### src/rtl/dtree_pkg.sv
`default_nettype none
// ============================================================================
// Module      : dtree_pkg
// Description : Shared parameter defaults and the state type for the
//               decision-tree feature loader.
// Revision    : 1.0 - initial release
// ============================================================================
package dtree_pkg;

    localparam int c_num_feat = 20;
    localparam int c_feat_w   = 8;
    localparam int c_class_w  = 2;
    localparam int c_settle   = 2;

    // Loader control states: collecting beats, waiting on the tree, holding the result
    typedef enum logic [1:0] {
        ST_LOAD   = 2'd0,
        ST_SETTLE = 2'd1,
        ST_HOLD   = 2'd2
    } state_t;

endpackage
`default_nettype wire

### src/rtl/dtree_settle_cnt.sv
`default_nettype none
// ============================================================================
// Module      : dtree_settle_cnt
// Description : Loadable down-counter; term flags the final settle cycle
//               (count == 1) so the class can be captured on that edge.
// Revision    : 1.0 - initial release
// ============================================================================
module dtree_settle_cnt #(
    parameter int WIDTH = 2
) (
    input  logic             clk,
    input  logic             rst_n,
    input  logic             load,
    input  logic [WIDTH-1:0] load_val,
    input  logic             en,
    output logic             term
);

    logic [WIDTH-1:0] r_cnt;

    // Load has priority; otherwise count down while enabled, stopping at zero
    always_ff @(posedge clk or negedge rst_n) begin
        if (!rst_n) begin
            r_cnt <= '0;
        end else if (load) begin
            r_cnt <= load_val;
        end else if (en && (r_cnt != '0)) begin
            r_cnt <= r_cnt - 1'b1;
        end
    end

    assign term = (r_cnt == WIDTH'(1));

endmodule
`default_nettype wire

### src/rtl/dtree_feature_loader.sv
`default_nettype none
// ============================================================================
// Module      : dtree_feature_loader
// Description : Collects one feature per stream beat into a parallel bus for
//               the combinational tree, waits SETTLE cycles, captures the
//               class and offers it on a valid/ready output.
//               Optional: DTREE_LOADER_PARITY_EN adds s_parity with an
//               even-parity check folded into the frame error flag.
// Revision    : 1.0 - initial release
// ============================================================================
module dtree_feature_loader
    import dtree_pkg::*;
#(
    parameter int NUM_FEAT = c_num_feat,
    parameter int FEAT_W   = c_feat_w,
    parameter int CLASS_W  = c_class_w,
    parameter int SETTLE   = c_settle
) (
    input  logic                       clk,
    input  logic                       rst_n,
    input  logic                       s_valid,
    output logic                       s_ready,
    input  logic [FEAT_W-1:0]          s_data,
    input  logic                       s_last,
`ifdef DTREE_LOADER_PARITY_EN
    input  logic                       s_parity,
`endif
    output logic [NUM_FEAT*FEAT_W-1:0] feat_bus,
    input  logic [CLASS_W-1:0]         cls_in,
    output logic                       m_valid,
    input  logic                       m_ready,
    output logic [CLASS_W-1:0]         m_class,
    output logic                       m_err
);

    localparam int IDX_W = $clog2(NUM_FEAT);
    localparam int CNT_W = $clog2(SETTLE + 1);
    localparam logic [IDX_W-1:0] c_last_idx = IDX_W'(NUM_FEAT - 1);

    state_t              r_state;
    state_t              w_state_nxt;
    logic [IDX_W-1:0]    r_idx;
    logic [FEAT_W-1:0]   r_slot [NUM_FEAT];
    logic                r_frame_err;
    logic                w_beat;
    logic                w_at_last;
    logic                w_short;
    logic                w_done_load;
    logic                w_par_err;
    logic                w_cnt_term;
    logic                w_handshake;

    assign s_ready     = (r_state == ST_LOAD);
    assign w_beat      = s_valid && s_ready;
    assign w_at_last   = (r_idx == c_last_idx);
    assign w_short     = w_beat && s_last && !w_at_last;
    assign w_done_load = w_beat && (w_at_last || s_last);
    assign w_handshake = (r_state == ST_HOLD) && m_valid && m_ready;

`ifdef DTREE_LOADER_PARITY_EN
    assign w_par_err = w_beat && (^{s_data, s_parity});
`else
    assign w_par_err = 1'b0;
`endif

    dtree_settle_cnt #(
        .WIDTH (CNT_W)
    ) u_settle_cnt (
        .clk      (clk),
        .rst_n    (rst_n),
        .load     (w_done_load),
        .load_val (CNT_W'(SETTLE)),
        .en       (r_state == ST_SETTLE),
        .term     (w_cnt_term)
    );

    // State register
    always_ff @(posedge clk or negedge rst_n) begin
        if (!rst_n) begin
            r_state <= ST_LOAD;
        end else begin
            r_state <= w_state_nxt;
        end
    end

    // Next-state decode
    always_comb begin
        w_state_nxt = r_state;
        case (r_state)
            ST_LOAD:   if (w_done_load) w_state_nxt = ST_SETTLE;
            ST_SETTLE: if (w_cnt_term)  w_state_nxt = ST_HOLD;
            ST_HOLD:   if (w_handshake) w_state_nxt = ST_LOAD;
            default:   w_state_nxt = ST_LOAD;
        endcase
    end

    // Feature bank, slot index, sticky frame error and result registers
    always_ff @(posedge clk or negedge rst_n) begin
        if (!rst_n) begin
            r_idx       <= '0;
            r_frame_err <= 1'b0;
            m_valid     <= 1'b0;
            m_class     <= '0;
            m_err       <= 1'b0;
            for (int i = 0; i < NUM_FEAT; i++) begin
                r_slot[i] <= '0;
            end
        end else begin
            if (w_beat) begin
                r_idx       <= r_idx + 1'b1;
                r_frame_err <= r_frame_err | w_short | w_par_err;
                // Store the current slot; a short frame also blanks every later slot
                for (int i = 0; i < NUM_FEAT; i++) begin
                    if (IDX_W'(i) == r_idx) begin
                        r_slot[i] <= s_data;
                    end else if (w_short && (IDX_W'(i) > r_idx)) begin
                        r_slot[i] <= '0;
                    end
                end
            end
            if ((r_state == ST_SETTLE) && w_cnt_term) begin
                m_class <= cls_in;
                m_valid <= 1'b1;
                m_err   <= r_frame_err;
            end
            if (w_handshake) begin
                m_valid     <= 1'b0;
                m_err       <= 1'b0;
                r_idx       <= '0;
                r_frame_err <= 1'b0;
            end
        end
    end

    // Flatten the bank onto the tree input bus
    generate
        for (genvar g = 0; g < NUM_FEAT; g++) begin : g_bus
            assign feat_bus[g*FEAT_W +: FEAT_W] = r_slot[g];
        end
    endgenerate

endmodule
`default_nettype wire

### config.mk
export PLATFORM = sky130hd
export DESIGN_NAME = dtree_feature_loader
export DESIGN_NICKNAME = d
export VERILOG_FILES = /design/src/rtl/dtree_pkg.sv /design/src/rtl/dtree_settle_cnt.sv /design/src/rtl/dtree_feature_loader.sv
export SDC_FILE = /design/constraint.sdc
export NUM_CORES = 1
export LEC_CHECK = 0
export BUFFER_PORTS_ARGS = -buffer_cell sky130_fd_sc_hd__buf_2
export CAP_MARGIN = 0
export CORE_UTILIZATION = 50
export DETAILED_ROUTE_END_ITERATION = 16
export MAX_ROUTING_LAYER = met4
export PLACE_DENSITY_LB_ADDON = 0.3
export SLEW_MARGIN = 15
export SYNTH_ARGS = -nofsm -noshare
export SYNTH_HDL_FRONTEND = slang
export SYNTH_SLANG_ARGS = --single-unit
### constraint.sdc
create_clock -name clk -period 2.5 [get_ports clk]
set_input_delay 0.125 -clock clk [delete_from_list [all_inputs] [get_ports clk]]
set_output_delay 0.125 -clock clk [all_outputs]
set_load 0.01 [all_outputs]
## After elaboration in Yosys (flattened, before gate mapping)

Index checks and enable logic that the tools add are counted.

| storage, ports and cells | value |
|---|---|
| output and inout port bits | 165 |
| register bits after elaboration | 174 |
| word-level logic and storage cells | 207 |
| input port bits | 15 |

| cells by class | value |
|---|---|
| add/sub/neg operators | 2 |
| mux-type cells | 54 |
| eq/ne operators | 26 |
| bitwise logic cells | 1 |
| reductions and logical operators | 77 |
| $lt $le $gt $ge | 20 |

Operators with widths:

| cell | number |
|---|---|
| 8-bit 2-to-1 mux | 40 |
| 2-bit nonzero test | 24 |
| 4-bit by 5-bit equality test with 1-bit output (first input constant) | 8 |
| 4-bit by 5-bit > comparator with 1-bit output (first input constant) | 8 |
| 2-bit AND reduction | 20 |
| 1-bit logical AND | 28 |
| 3-bit by 5-bit equality test with 1-bit output (first input constant) | 4 |
| 5-bit equality test (first input constant) | 4 |
| 3-bit by 5-bit > comparator with 1-bit output (first input constant) | 4 |
| 5-bit > comparator (first input constant) | 4 |
| 2-bit by 5-bit equality test with 1-bit output (first input constant) | 2 |
| 1-bit by 5-bit > comparator with 1-bit output (first input constant) | 2 |
| 2-bit by 5-bit > comparator with 1-bit output (first input constant) | 2 |
| 2-bit 2-to-1 mux | 5 |
| 5-bit 2-to-1 mux | 2 |
| 1-bit 2-to-1 mux | 6 |
| 2-bit one-hot mux with 3 select lines | 1 |
| 5-bit by 1-bit adder with 5-bit output (second input constant) | 1 |
| 1-bit by 5-bit equality test with 1-bit output (first input constant) | 1 |
| 5-bit equality test (second input constant) | 1 |
| 5-bit logical NOT | 1 |
| 2-bit by 1-bit equality test with 1-bit output (second input constant) | 2 |
| 2-bit inequality test (second input constant) | 2 |
| 3-bit AND reduction | 1 |
| 7 further kinds | 7 |

## Depth between registers and ports, before layout

| depth | value |
|---|---|
| depth in word-level cells | 7 |
| depth in mapped cells | 8 |
| gate-level depth less buffers | 5 |

## Hierarchy

From an unflattened synthesis, not the netlist that was laid out.

| second synthesis, totals | value |
|---|---|
| cells, all modules | 624 |
| area total of the unflattened synthesis | 7138.1 um^2 |

Modules (own cells, without submodules):

| module | seq. area each (um^2) | times used | area each (um^2) | cells an instance |
|---|---|---|---|---|
| dtree_feature_loader | 4304.1 | 1 | 6994.2 | 610 |
| dtree_settle_cnt | 50.0 | 1 | 143.9 | 14 |

## Worst setup path before layout

OpenSTA, ideal clock, no wires.

| timing path | value |
|---|---|
| kind | register to register |
| start | reg r_idx[1] |
| end | reg r_slot, in the netlist feat_bus[64] |
| arrival time | 2.231 ns |
| buffers on the path | 2 |
| path slack | 0.200 ns |
| data required time | 2.431 ns |
| clock period less this slack | 2.300 ns |
| stages on the path, launching flop included | 8 |
| library setup time | 0.069 ns |
| path through | dfrtp_1 clkbuf_1 buf_1 inv_1 ha_1 and3b_1 o31ai_1 a22o_1 |

| on the way | value |
|---|---|
| longest elaborated chain between the ends | 6 |
| elaborated cells between the ends (all ways) | 9 |
| those cells by class | 1 x order compare; 2 x eq/ne; 1 x mux; 5 x reduce/logical |

RTL lines:

| what | line | source |
|---|---|---|
| from (decl) | dtree_feature_loader.sv:42 | `logic [IDX_W-1:0] r_idx;` |
| from (signal assigned) | dtree_feature_loader.sv:110 | `r_idx <= r_idx + 1'b1;` |
| parallel branches: the longest is 6 deep, another holds 4-bit by 5-bit > comparator with 1-bit output | - |  |
| to (signal, indexed assignment) | dtree_feature_loader.sv:115 | `r_slot[i] <= s_data;` |
| to (decl) | dtree_feature_loader.sv:43 | `logic [FEAT_W-1:0] r_slot [NUM_FEAT];` |

Several ways; the timed one is not identified.
A chain may end at the register's enable or synchronous reset.

## Final worst setup path

| timing path | value |
|---|---|
| start | reg r_state[1] |
| end | reg r_slot, in the netlist feat_bus[51] |

| on the way | value |
|---|---|
| longest elaborated chain between the ends | 7 |

RTL lines:

| what | line | source |
|---|---|---|
| from (decl) | dtree_feature_loader.sv:40 | `state_t r_state;` |
| from (signal assigned) | dtree_feature_loader.sv:82 | `r_state <= w_state_nxt;` |
| 2-bit logical NOT (*) | dtree_feature_loader.sv:53 | `assign s_ready = (r_state == ST_LOAD);` |
| 1-bit logical AND (*) | dtree_feature_loader.sv:54 | `assign w_beat = s_valid && s_ready;` |
| 1-bit logical AND (2 in series) | dtree_feature_loader.sv:56 | `assign w_short = w_beat && s_last && !w_at_last;` |
| 1-bit logical AND | dtree_feature_loader.sv:116 | `end else if (w_short && (IDX_W'(i) > r_idx)) begin` |
| 2-bit nonzero test (no line) | - |  |
| 2-bit AND reduction (no line) (*) | - |  |

Mark *: on every way between the ends. The rest lies on a longest branch, timed or not.

==> run summary <==
status = complete, no violations
HPWL after detailed placement = 14700 um
Hold Path Class = in2reg
Seq/Total Area, Yosys = 0.547
pre-CTS setup slack = 241 ps
die height = 128 um
synthesized cell area = 7960 sq um
# IOs = 180
1st-pass router iterations = 5
CP Capture Type = register
#FFs+latches synth = 174
clock latency at the later pin of the worst-skew pair = 420 ps
switching power = 4660 uW
Worst slew margin = 0.344
Min Hold Slack = 115 ps
Yosys cell types = 61
crit-path max FO = 22
Die X-Extent = 128 um
Reg power frac = 0.378
fraction of final layout cells sized beyond drive strength 1 = 0.340
Max H-tree Level = 4
fmax = 441 MHz
clock slew at reported path FFs = 70 ps
Initial Util = 0.518
slowest cell delay on critical path = 700 ps
vias in the first global route = 6314
clk buf depth = 2
reg2reg setup slack = 230 ps
drc violations = 0
Max Cap Violations = 0
Wirelength per Cell = 21.1 um
total clock sinks = 174
antenna fix cells = 0
initial antenna violation count = 0
worst-margin pin slew = 976 ps
kind of critical path = reg2reg
Root Driver = clkbuf_16
Fillers = 1260
syn_area_per_cell = 11.5 sq um
critical path buffer and inverter count = 1
CTS tree = built
GRT Util Overall = 0.290
port buffer count = 179
Final setup viols = 0
Nets = 868
largest net degree at the start of global routing = 90
worst setup margin = 231 ps
first-pass GRT wire length = 35000 um
Req. time, crit path = 2860 ps
hold_buf cts = 4
WL final = 22700 um
Pint = 7370 uW
GR Overflow Total = 0
multi-input gate area in the final layout = 3240 sq um
Post-synth EDFFs = 0
postcts setup bufs = 0
worst vdd ir = 0.000687 V
syn nets = 711
sum of negative setup slack = 0 ps
RSZ-0062 raised after global routing = no
Gate power share = 0.407
ys async rst share = 1.00
Reg area = 4350 sq um
Worst path slowest cell = or4b_4
pwr dens = 1250 nW/um^2
vias per inst = 6.04
via count = 6472
top_reg_cell synth = dfrtp_1
clk_skew = 5.69 ps
number of buffers created by CTS = 17
Final ANT Viol Nets = 0
Setup crit start kind = register
Area growth syn-to-layout = 21.2%
crit path cell chain = or4b_4, buf_4, nor4b_4, a22o_1
First DRT Iteration DRCs = 621
row cnt = 45
full die area = 16400 sq um
Final Max Tran Viols = 0
core area = 15400 sq um
period utilization = 0.908
Switching Share = 0.387
clock power share = 0.215
post-synthesis cell count = 691
routability cong. = 0.866
Yosys warning count = 0
Leak = 0.00487 uW
final hold vios = 0
Worst Path Arrival = 2630 ps
post-CTS resize count = 0
critical path's top delay family = simple AND/OR/NAND/NOR gates
post-layout min period = 2270 ps
-- layer usage --
layer	up-vias	track usage	share of wire
li1	2866	-	-
met1	3279	0.376	0.43
met2	280	0.460	0.50
met3	47	0.0522	0.057
met4	0	0.105	0.021
met5	-	-	0
-- through the flow --
step | total power (uW) | cell area, sq um | utilization | cells
final | 12000 | 9640 | 0.627 | 1072
after global routing | 12700 | 9640 | 0.627 | 1072
after CTS | 12000 | 9640 | 0.627 | 1072
after detailed placement | 9420 | 9030 | 0.588 | 1036
after global placement | 9190 | 9030 | 0.588 | 1036
after floorplan | 7530 | 7960 | - | 691
-- layout make-up --
cell class | count | share of cell area
Sequential cell | 174 | 0.452
Multi-Input combinational cell | 427 | 0.336
Timing Repair Buffer | 208 | 0.118
Clock buffer | 22 | 0.0471
Tap cell | 211 | 0.0274
Clock inverter | 10 | 0.0119
Inverter | 20 | 0.00779
-- logic make-up (layout without fill, tap and decap cells) --
family                   Yosys count  after routing  synth area share
AO/OA/AOI/OAI                    157            157             0.168
XOR/XNOR                           1              1           0.00110
adder cells (fa/ha/maj)            5              5           0.00786
buffers and inverters             90            260            0.0475
flip-flops                       174            174             0.547
multiplexers                      48             48            0.0665
AND/OR/NAND/NOR                  216            216             0.161
-- registers in the layout (all words and copies together) (netlist names) --
signal              flops
r_frame_err             1
r_state                 2
r_idx                   5
m_valid                 1
m_class                 2
feat_bus              160
u_settle_cnt.r_cnt      2
m_err                   1
-- power by group through the flow --
stage               clock network (uW)  logic, uW  registers [uW]
CTS                               2620       4890            4530
finish                            2590       4900            4550
detailed placement                   0       4860            4560
global route                      2740       5290            4650
global placement                     0       4680            4500
floorplan                            0       2670            4860
-- cells in the mapped netlist, types with 3 or more instances --
library cell  count  area (sq um)
nor3_2            3          30.0
inv_1            20          75.1
buf_2             5          25.0
a211o_1           3          26.3
clkbuf_1         50           188
o2111ai_1        16           140
buf_6             4          45.0
nand2b_1          3          18.8
dfrtp_1         174          4350
a221o_1           4          40.0
or3_1             3          18.8
and3_1           27           169
or3b_2            4          35.0
a21o_1            6          45.0
a21oi_1           9          45.0
and4b_1           6          60.1
a22o_1           80           701
nand3_1          70           350
nor2_1            6          22.5
o211ai_1         17           128
mux2_2           39           439
nor3b_1           9          67.6
o21ai_0           5          25.0
a311o_1           3          30.0
ha_1              5          62.6
and2_0            3          18.8
nand2_1          52           195
and2_1            4          25.0
buf_1            10          37.5
mux2i_1           9          90.1
-- placed cells by master (no fill, tap or decap), types with 6 or more instances in the layout --
| cell type | n |
|---|---|
| and3_1 | 27 |
| o211ai_1 | 17 |
| buf_4 | 24 |
| o2111ai_1 | 16 |
| a22o_1 | 80 |
| and4b_1 | 6 |
| nor2_1 | 6 |
| a21o_1 | 6 |
| a21oi_1 | 9 |
| inv_1 | 20 |
| dfrtp_1 | 174 |
| nand2_1 | 52 |
| mux2_2 | 39 |
| mux2i_1 | 9 |
| clkbuf_16 | 17 |
| nor3b_1 | 8 |
| nand3_1 | 70 |
| buf_2 | 178 |
-- final timing paths --
check | startpoint | endpoint | cells after the start
min in group asynchronous | rst_n | feat_bus[4] | 2
max in group asynchronous | rst_n | feat_bus[87] | 3
hold / removal | s_last | r_frame_err | 3
setup / recovery | r_state[1] | feat_bus[51] | 4
hold reg to reg | feat_bus[62] | feat_bus[62] | 1
setup reg to reg | r_state[1] | feat_bus[51] | 4
-- worst reg2reg max path, delay by kind of cell (launching register included) --
family | cells | cell delay, ps
AND/OR/NAND/NOR | 2 | 1200
flip-flops | 1 | 510
AO/OA/AOI/OAI | 1 | 230
buffers and inverters | 1 | 280
(Power assumes the default switching activity.)
